[config.mk]
export PLATFORM = sky130hd
export DESIGN_NAME = draw_sprites_n
export DESIGN_NICKNAME = d
export VERILOG_FILES = /design/src/rtl/draw_sprites_n.sv
export SDC_FILE = /design/constraint.sdc
export NUM_CORES = 1
export LEC_CHECK = 0
export ABC_AREA = 1
export CORE_ASPECT_RATIO = 1.1
export CORE_UTILIZATION = 35
export CTS_CLUSTER_DIAMETER = 80
export DETAILED_ROUTE_END_ITERATION = 8
export PLACE_DENSITY = 0.54
export SYNTH_ARGS = -nofsm -noshare
export SYNTH_HDL_FRONTEND = slang
export SYNTH_SLANG_ARGS = --single-unit
[constraint.sdc]
create_clock -name clk -period 4 [get_ports clk]
set_clock_uncertainty 0.1 [all_clocks]
set_input_delay 0.8 -clock clk [delete_from_list [all_inputs] [get_ports clk]]
set_output_delay 0.8 -clock clk [all_outputs]
set_load 0.01 [all_outputs]
[src/rtl/draw_sprites_n.sv]
`default_nettype none
// ============================================================================
// Module      : draw_sprites_n
// Description : Multi-sprite overlay stage for the VGA pipeline. Draws up to
//               NUM_SPR sprites from one shared synchronous sprite ROM with
//               fixed priority (index 0 highest), per-sprite enable, mirror
//               and ROM base. Sprite attributes are latched at the start of
//               vertical blanking. Latency is 2 clocks for every out_* signal.
//               Optional macro SPRITE_COLLISION_EN enables per-frame
//               bounding-box overlap reporting on 'collide'.
// Revision    : 1.0 - initial release
// ============================================================================
module draw_sprites_n #(
  parameter int          NUM_SPR = 4,
  parameter int          SPR_W   = 32,
  parameter int          SPR_H   = 32,
  parameter int          ADDR_W  = 16,
  parameter logic [11:0] TRANSP  = 12'hF0F
) (
  input  logic                      clk,
  input  logic                      rst,
  input  logic [10:0]               in_hcount,
  input  logic [10:0]               in_vcount,
  input  logic                      in_hsync,
  input  logic                      in_vsync,
  input  logic                      in_hblnk,
  input  logic                      in_vblnk,
  input  logic [11:0]               in_rgb,
  input  logic [NUM_SPR*11-1:0]     spr_xpos,
  input  logic [NUM_SPR*11-1:0]     spr_ypos,
  input  logic [NUM_SPR-1:0]        spr_en,
  input  logic [NUM_SPR-1:0]        spr_mirror,
  input  logic [NUM_SPR*ADDR_W-1:0] spr_base,
  output logic [ADDR_W-1:0]         rom_addr,
  input  logic [11:0]               rom_rgb,
  output logic [10:0]               out_hcount,
  output logic [10:0]               out_vcount,
  output logic                      out_hsync,
  output logic                      out_vsync,
  output logic                      out_hblnk,
  output logic                      out_vblnk,
  output logic [11:0]               out_rgb,
  output logic                      frame_tick,
  output logic [NUM_SPR-1:0]        collide
);

  localparam int COL_W = $clog2(SPR_W);

  typedef enum logic [0:0] {S_IDLE = 1'b0, S_ACTIVE = 1'b1} state_t;

  state_t                    r_state, w_state_nxt;
  logic                      r_vblnk_d;
  logic                      w_vedge;
  logic [NUM_SPR*11-1:0]     r_sh_x, r_sh_y;
  logic [NUM_SPR-1:0]        r_sh_en, r_sh_mir;
  logic [NUM_SPR*ADDR_W-1:0] r_sh_base;
  logic [NUM_SPR-1:0]        w_hit;
  logic [ADDR_W-1:0]         w_spr_addr [NUM_SPR];
  logic [ADDR_W-1:0]         w_sel_addr;
  logic                      w_any;
  logic                      r_hit;
  logic [10:0]               r1_hcount, r1_vcount;
  logic                      r1_hsync, r1_vsync, r1_hblnk, r1_vblnk;
  logic [11:0]               r1_rgb;
  logic [11:0]               w_hc, w_vc;

  assign w_vedge = in_vblnk & ~r_vblnk_d;
  assign w_hc    = {1'b0, in_hcount};
  assign w_vc    = {1'b0, in_vcount};

  // Per-sprite bounding-box test and ROM address; 12-bit math keeps sprites
  // near column 2047 from wrapping back to column 0.
  for (genvar gi = 0; gi < NUM_SPR; gi++) begin : g_spr
    logic [11:0] w_x, w_y, w_dx, w_col, w_row;
    assign w_x   = {1'b0, r_sh_x[11*gi +: 11]};
    assign w_y   = {1'b0, r_sh_y[11*gi +: 11]};
    assign w_dx  = w_hc - w_x;
    assign w_col = r_sh_mir[gi] ? (12'(SPR_W - 1) - w_dx) : w_dx;
    assign w_row = w_vc - w_y;
    assign w_hit[gi] = (r_state == S_ACTIVE) && r_sh_en[gi] && !in_hblnk && !in_vblnk &&
                       (w_hc >= w_x) && (w_hc < w_x + 12'(SPR_W)) &&
                       (w_vc >= w_y) && (w_vc < w_y + 12'(SPR_H));
    assign w_spr_addr[gi] = r_sh_base[ADDR_W*gi +: ADDR_W] +
                            (ADDR_W'(w_row) << COL_W) + ADDR_W'(w_col);
  end

  // Lowest-index hit wins; with no hit the ROM address is held.
  always_comb begin
    w_any      = 1'b0;
    w_sel_addr = rom_addr;
    for (int i = NUM_SPR - 1; i >= 0; i--) begin
      if (w_hit[i]) begin
        w_any      = 1'b1;
        w_sel_addr = w_spr_addr[i];
      end
    end
  end

  // Frame state register.
  always_ff @(posedge clk or negedge rst) begin
    if (!rst) r_state <= S_IDLE;
    else      r_state <= w_state_nxt;
  end

  // Leave IDLE on the first vertical blanking edge; stay ACTIVE afterwards.
  always_comb begin
    w_state_nxt = r_state;
    if (w_vedge) w_state_nxt = S_ACTIVE;
  end

  // Shadow attribute capture and frame_tick on the vblnk rising edge.
  always_ff @(posedge clk or negedge rst) begin
    if (!rst) begin
      r_vblnk_d  <= 1'b0;
      frame_tick <= 1'b0;
      r_sh_x     <= '0;
      r_sh_y     <= '0;
      r_sh_en    <= '0;
      r_sh_mir   <= '0;
      r_sh_base  <= '0;
    end else begin
      r_vblnk_d  <= in_vblnk;
      frame_tick <= w_vedge;
      if (w_vedge) begin
        r_sh_x    <= spr_xpos;
        r_sh_y    <= spr_ypos;
        r_sh_en   <= spr_en;
        r_sh_mir  <= spr_mirror;
        r_sh_base <= spr_base;
      end
    end
  end

  // Stage 1: ROM address, hit flag and delayed timing/background.
  always_ff @(posedge clk or negedge rst) begin
    if (!rst) begin
      rom_addr  <= '0;
      r_hit     <= 1'b0;
      r1_hcount <= '0;
      r1_vcount <= '0;
      r1_hsync  <= 1'b0;
      r1_vsync  <= 1'b0;
      r1_hblnk  <= 1'b0;
      r1_vblnk  <= 1'b0;
      r1_rgb    <= '0;
    end else begin
      rom_addr  <= w_sel_addr;
      r_hit     <= w_any;
      r1_hcount <= in_hcount;
      r1_vcount <= in_vcount;
      r1_hsync  <= in_hsync;
      r1_vsync  <= in_vsync;
      r1_hblnk  <= in_hblnk;
      r1_vblnk  <= in_vblnk;
      r1_rgb    <= in_rgb;
    end
  end

  // Stage 2: mix ROM colour over background unless transparent.
  always_ff @(posedge clk or negedge rst) begin
    if (!rst) begin
      out_hcount <= '0;
      out_vcount <= '0;
      out_hsync  <= 1'b0;
      out_vsync  <= 1'b0;
      out_hblnk  <= 1'b0;
      out_vblnk  <= 1'b0;
      out_rgb    <= '0;
    end else begin
      out_hcount <= r1_hcount;
      out_vcount <= r1_vcount;
      out_hsync  <= r1_hsync;
      out_vsync  <= r1_vsync;
      out_hblnk  <= r1_hblnk;
      out_vblnk  <= r1_vblnk;
      out_rgb    <= (r_hit && (rom_rgb != TRANSP)) ? rom_rgb : r1_rgb;
    end
  end

`ifdef SPRITE_COLLISION_EN
  logic [NUM_SPR-1:0] r_acc;
  logic               w_multi;

  // More than one bit set means at least two sprites cover this pixel.
  assign w_multi = |(w_hit & (w_hit - NUM_SPR'(1)));

  // Accumulate overlaps over a frame; publish and clear at the vblnk edge.
  always_ff @(posedge clk or negedge rst) begin
    if (!rst) begin
      r_acc   <= '0;
      collide <= '0;
    end else if (w_vedge) begin
      collide <= r_acc;
      r_acc   <= '0;
    end else if (w_multi) begin
      r_acc   <= r_acc | w_hit;
    end
  end
`else
  assign collide = '0;
`endif

endmodule
`default_nettype wire

### Word level (Yosys, flattened, before mapping)

Cells that the tools add are included.

* mux-type cells: 13
* add/sub/neg operators: 28
* reduce and logical (&&, ||, !) cells: 32
* order comparisons: 16
* bitwise gates (word level): 2
* eq/ne operators: 1

Operators by type and width (number)
* adder 11 x 6 -> 12 bit, second input constant: 8
* less-than comparator 11 x 12 -> 1 bit: 8
* greater-or-equal comparator 11 bit: 8
* adder 16 x 12 -> 16 bit: 4
* adder 16 bit: 4
* two-way mux 16 bit: 4
* two-way mux 12 bit: 5
* subtractor 11 x 11 -> 12 bit: 4
* subtractor 5 x 12 -> 12 bit, first input constant: 4
* subtractor 11 bit: 4
* logical AND 1 bit: 29
* != test 12 bit, second input constant: 1
* two-way mux 1 bit: 4
* nonzero test 4 bit: 1
* logical NOT 1 bit: 2
* AND 1 bit: 1
* inverter 1 bit: 1

* input port bits: 212
* bits in registers: 255
* output and inout bits: 59
* logic and storage cells: 115

### Logic depth before layout (Yosys ltp)

Gate-level depths: netlist of the first run.

* word-level depth: 11
* depth in mapped cells: 35
* depth with buffers taken out: 35

### Worst setup path before layout of the first run

No wires, ideal clock.

* path kind: input to register
* start point: input port in_hcount[0]
* end point: register rom_addr[15]
* library setup time: 117 ps
* arrival time: 4585 ps
* required time: 3783 ps
* stages: 30
* buffers on the path: 0
* setup slack: -802 ps
* cell sequence: inv_1 > ha_1 > inv_1 > fa_1 > nand2_1 > nand2_1 > nand2_1 > nand2_1 > a21oi_1 > xor2_1 > ha_1 > nand2_1 > nor2_1 > nand3_1 > nand2_1 > xnor2_1 > inv_1 > fa_1 > inv_1 > ha_1 > nand2_1 > nor2_1 > nand2_1 > or2_2 > nand2_1 > nand2_1 > nand3_1 > nand3_1 > nand3_1 > nand2_1

* cells in the longest elaborated chain, start to end: 8
* elaborated cells between the ends (all ways): 45
* classes of those cells: add/sub: 12; order compare: 8; mux: 8; reduce/logical: 17

RTL lines
* start: declaration: RTL line 22 `input logic [10:0] in_hcount,`
* subtractor 11 x 11 -> 12 bit / greater-or-equal comparator 11 bit (equally long branches): RTL line 77, 81
* subtractor 5 x 12 -> 12 bit / logical AND 1 bit (equally long branches): RTL line 78, 80
* two-way mux 12 bit / logical AND 1 bit (equally long branches): RTL line 78, 81
* adder 16 x 12 -> 16 bit / logical AND 1 bit (equally long branches): RTL line 84, 81
* two-way mux 16 bit / logical AND 1 bit (equally long branches): RTL line 92, 82
* two-way mux 16 bit (3 in a row): RTL line 92 `if (w_hit[i]) begin`
* end signal: assignment: RTL line 147 `rom_addr <= w_sel_addr;`
* end: declaration: RTL line 34 `output logic [ADDR_W-1:0] rom_addr,`

Parallel ways exist; a longest one is shown, timed or not. The select of a mux whose other input is x is not followed.
A chain may end at the register's enable or synchronous reset.

### Worst setup path after layout of the first run

Same ends and word-level chain as after synthesis.

==> impl_metrics.csv, run 1 <==
group,metric,value,unit
global_routing,grt_first_pass_wirelength,105000,µm
sta,slew_headroom,27.8,%
routing,postRouteAntennaNets,0,
setup_path,critPathSlowestCell,"fa_1",
finish,finish.net_count,3959,
logic_synthesis,synth_top_area_share,31.4,%
finish,final_cells,4250,
global_routing,antenna_found_initial,0,
outcome,status,"finished, violations left",
clock_tree,htree_num_levels,2,
sta,fin_crit,4340,ps
global_routing,grt_pass1_vias,20000,
setup_path,reg2reg_from,"r_sh_x[22]$_DFFE_PN0P_",
logic_synthesis,synth_edf_count,0,
sta,period_share,108,%
setup_path,rr_endpoint,"rom_addr[14]$_DFFE_PN0P_",
logic_synthesis,netlist_instances,2725,
setup_path,crit_type,"in -> reg",
clock_tree,cts.sinks,255,
sta,rsz0062_at_grt,"true",
routing,wirelength,67000,µm
logic_synthesis,synth.distinct_cells,48,
logic_synthesis,yosys_warnings,0,
global_routing,grt_max_degree,142,
die,start_util,35.5,%
setup_path,reg2reg_slack,-290,ps
sta,worst_pin_slew,1080,ps
die,die_w,232,µm
die,die_height,255,µm
clock_tree,hold_buffers,0,
routing,via_per_inst,4.63,
pwr,peakVddDrop,0.000365,V
sta,report.final.slew_viol_count,0,
pwr,powerDensity,676,mW/mm²
finish,syn_to_final_growth,50.6,%
setup_path,crit_fanout,4,
sta,hold_viol_final,0,
clock_tree,clock_tree.root_cell,"clkbuf_16",
setup_path,worstSetupEndpointType,"flip-flop",
setup_path,cp.arrival,4680,ps
routing,drc,0,
routing,vias,19700,
global_routing,grt-ovfl-total,0,
place,dp_hpwl,53900,µm
logic_synthesis,synth_area_leaders,"dfrtp_1 31%, nand2_1 15%, ha_1 15%",
global_routing,grt_usage,22.8,%
setup_path,reg2regPathDepth,30,
outcome,violations,"setup timing",
logic_synthesis,netlist_area,0.0203,mm²
routing,firstDrtPassIters,5,
sta,setup_ws,-339,ps
setup_path,cp.required,4350,ps
clock_tree,cts_max_path_buffers,3,
logic_synthesis,async_flop_share,100,%
sta,fmax,0.230,GHz
finish,drive_above_1_share,25.5,%
setup_path,cp-start-kind,"input pin",
setup_path,max_stage_delay,510,ps
routing,wl_per_cell,15.8,µm
setup_path,path_common_cell,"nand2_1",
logic_synthesis,yosys_most_used_dff,"dfrtp_1",
place,portBuffers,266,
routing,drtIter0Drc,833,
logic_synthesis,avgSynthCellArea,7.47,µm²
sta,hold_ws,156,ps
clock_tree,clk_latency,550,ps
die,io_pins,271,
flow_run,max-cap-violations,0,
pwr,power.leakage,15.4,nW
logic_synthesis,synth-seq-area-share,31.4,%
sta,setup_violations,9,
worst_hold_path,hold_path_class,"in -> async",
place,dp.cells,4158,
finish,antenna_cells,0,
finish,nFillCells,5522,
clock_tree,cts_tree,"yes",
clock_tree,cts.clk_slew.worst_paths,60,ps
die,dieArea,0.0591,mm²
place,pre_cts_ws,-1690,ps
logic_synthesis,synth_area_leader_cell,"dfrtp_1",
logic_synthesis,synth-seq-cells,255,
die,core_area,0.0573,mm²
die,rows,92,
place,routabilityCongestion,0.889,
sta,tns,-2320,ps
clock_tree,cts_buffers,35,
==> cell usage in the layout, fill, tap and decap left out, drive strengths merged, types with 2 or more instances in the layout <==
cell,instances
a21o,12
o31ai,2
inv,398
nand3,187
nand3b,14
nor3,25
o211ai,4
o2111ai,2
nor2,159
o21a,3
xor2,112
a21oi,122
conb,4
clkbuf,45
o21ai,163
clkinvlp,4
clkinv,11
xnor2,68
fa,40
dlygate4sd2,3
o21bai,12
ha,236
nand4,26
or2,10
and2,3
clkdlybuf4s50,256
clkdlybuf4s15,2
buf,500
dfrtp,255
bufinv,2
a31oi,13
nand2,798
==> sequential cells by signal (all words and copies together) (netlist names), 4 cells and up <==
register,cells
r_sh_base,64
r_sh_x,44
r_sh_y,44
rom_addr,16
out_rgb,12
r1_rgb,12
out_hcount,11
out_vcount,11
r1_hcount,11
r1_vcount,11
r_sh_en,4
r_sh_mir,4
==> how the worst max path moves through the flow <==
| stage | from | end | slack [ps] | depth (start not counted) |
|---|---|---|---|---|
| 2_1_floorplan | in_hcount[0] | rom_addr[15]$_DFFE_PN0P_ | -560 | 30 |
| 3_3_place_gp | in_hcount[0] | rom_addr[13]$_DFFE_PN0P_ | -1620 | 31 |
| 3_5_place_dp | in_hcount[0] | rom_addr[13]$_DFFE_PN0P_ | -1690 | 31 |
| 4_1_cts | in_hcount[0] | rom_addr[15]$_DFFE_PN0P_ | -360 | 33 |
| 5_1_grt | r_sh_x[22]$_DFFE_PN0P_ | rom_addr[15]$_DFFE_PN0P_ | -680 | 30 |
| 6_report | in_hcount[0] | rom_addr[15]$_DFFE_PN0P_ | -340 | 33 |
==> layer usage <==
metal / track usage [%] / vias to the layer above / part of all wire, %
met5: 0 / - / 0
met4: 7.59 / 0 / 3.2
li1: - / 10200 / -
met2: 39.1 / 327 / 48
met1: 29.5 / 9095 / 46
met3: 2.74 / 82 / 3.4
==> final cells by class <==
type                       count  area (µm²)  area share [%]
multi-input combinational   2022       14100            45.9
clock inverter                19         204           0.666
inverter                     396        1510            4.93
tap                          752         941            3.07
timing repair buffer         761        6600            21.5
clock buffer                  45         955            3.12
sequential                   255        6380            20.8
==> power breakdown <==
group	internal (mW)	switching (mW)	leakage (nW)	total, mW
clock	1.86	1.31	0.558	3.17
combinational	7.00	7.42	11.7	14.4
sequential	2.90	0.215	3.09	3.12
==> synthesized netlist by cell type (2+ instances only) <==
cell	n
a21o_1	12
a21oi_1	122
a31oi_1	13
and2_1	3
buf_1	3
buf_2	7
buf_4	5
buf_6	3
clkbuf_1	37
clkinv_1	4
dfrtp_1	255
fa_1	40
ha_1	236
inv_1	380
inv_2	10
nand2_1	796
nand3_1	187
nand3b_1	14
nand4_1	26
nor2_1	156
nor2_4	2
nor3_1	24
o2111ai_1	2
o211ai_1	4
o21a_1	3
o21ai_0	157
o21ai_1	6
o21bai_1	12
o31ai_1	2
or2_0	5
or2_2	4
xnor2_1	68
xor2_1	112
==> metrics by stage <==
stage               util (%)  cell area [µm²]  total power, mW
CTS                     52.9            30300             20.5
global route            53.5            30600             22.5
floorplan                  -            20800             10.3
detailed placement      48.5            27800             15.3
global placement        48.5            27800             15.3
finish                  53.5            30600             20.7
==> worst max-delay path, delay by kind of cell <==
kind	cells	cell delay (ps)
xor gates and xnor gates	2	330
buffers and inverters	8	780
adders and majority gates	4	1280
and+or+nand+nor	19	1470
==> kinds of logic (layout without fill, tap and decap cells) <==
logic type	Yosys count	in the layout	synth area share [%]
AND/OR/NAND/NOR	1225	1225	24.9
buffers and inverters	451	1221	8.59
adder cells (fa/ha/maj)	276	276	18.5
flip-flops	255	255	31.4
other	1	4	0.0184
AO/OA/AOI/OAI	337	337	8.91
XOR/XNOR	180	180	7.75
==> repair_timing <==
action | 4_1_cts | 5_1_grt
gates resized for setup | 268 | 77
setup endpoints to repair | 12 | 12
pin swaps | 160 | 65
setup buffers | 26 | 4
(Power assumes the default switching activity.)
==> inputs of run 2 (changes only) <==
--- a/config.mk
+++ b/config.mk
@@ -6,6 +6,7 @@
 export NUM_CORES = 1
 export LEC_CHECK = 0
 export ABC_AREA = 1
+export ABC_CLOCK_PERIOD_IN_PS = 4000
 export CORE_ASPECT_RATIO = 1.1
 export CORE_UTILIZATION = 35
 export CTS_CLUSTER_DIAMETER = 80
==> results of run 2 <==
Same layout as run 1: the final DEF is identical, and so are final timing and power.
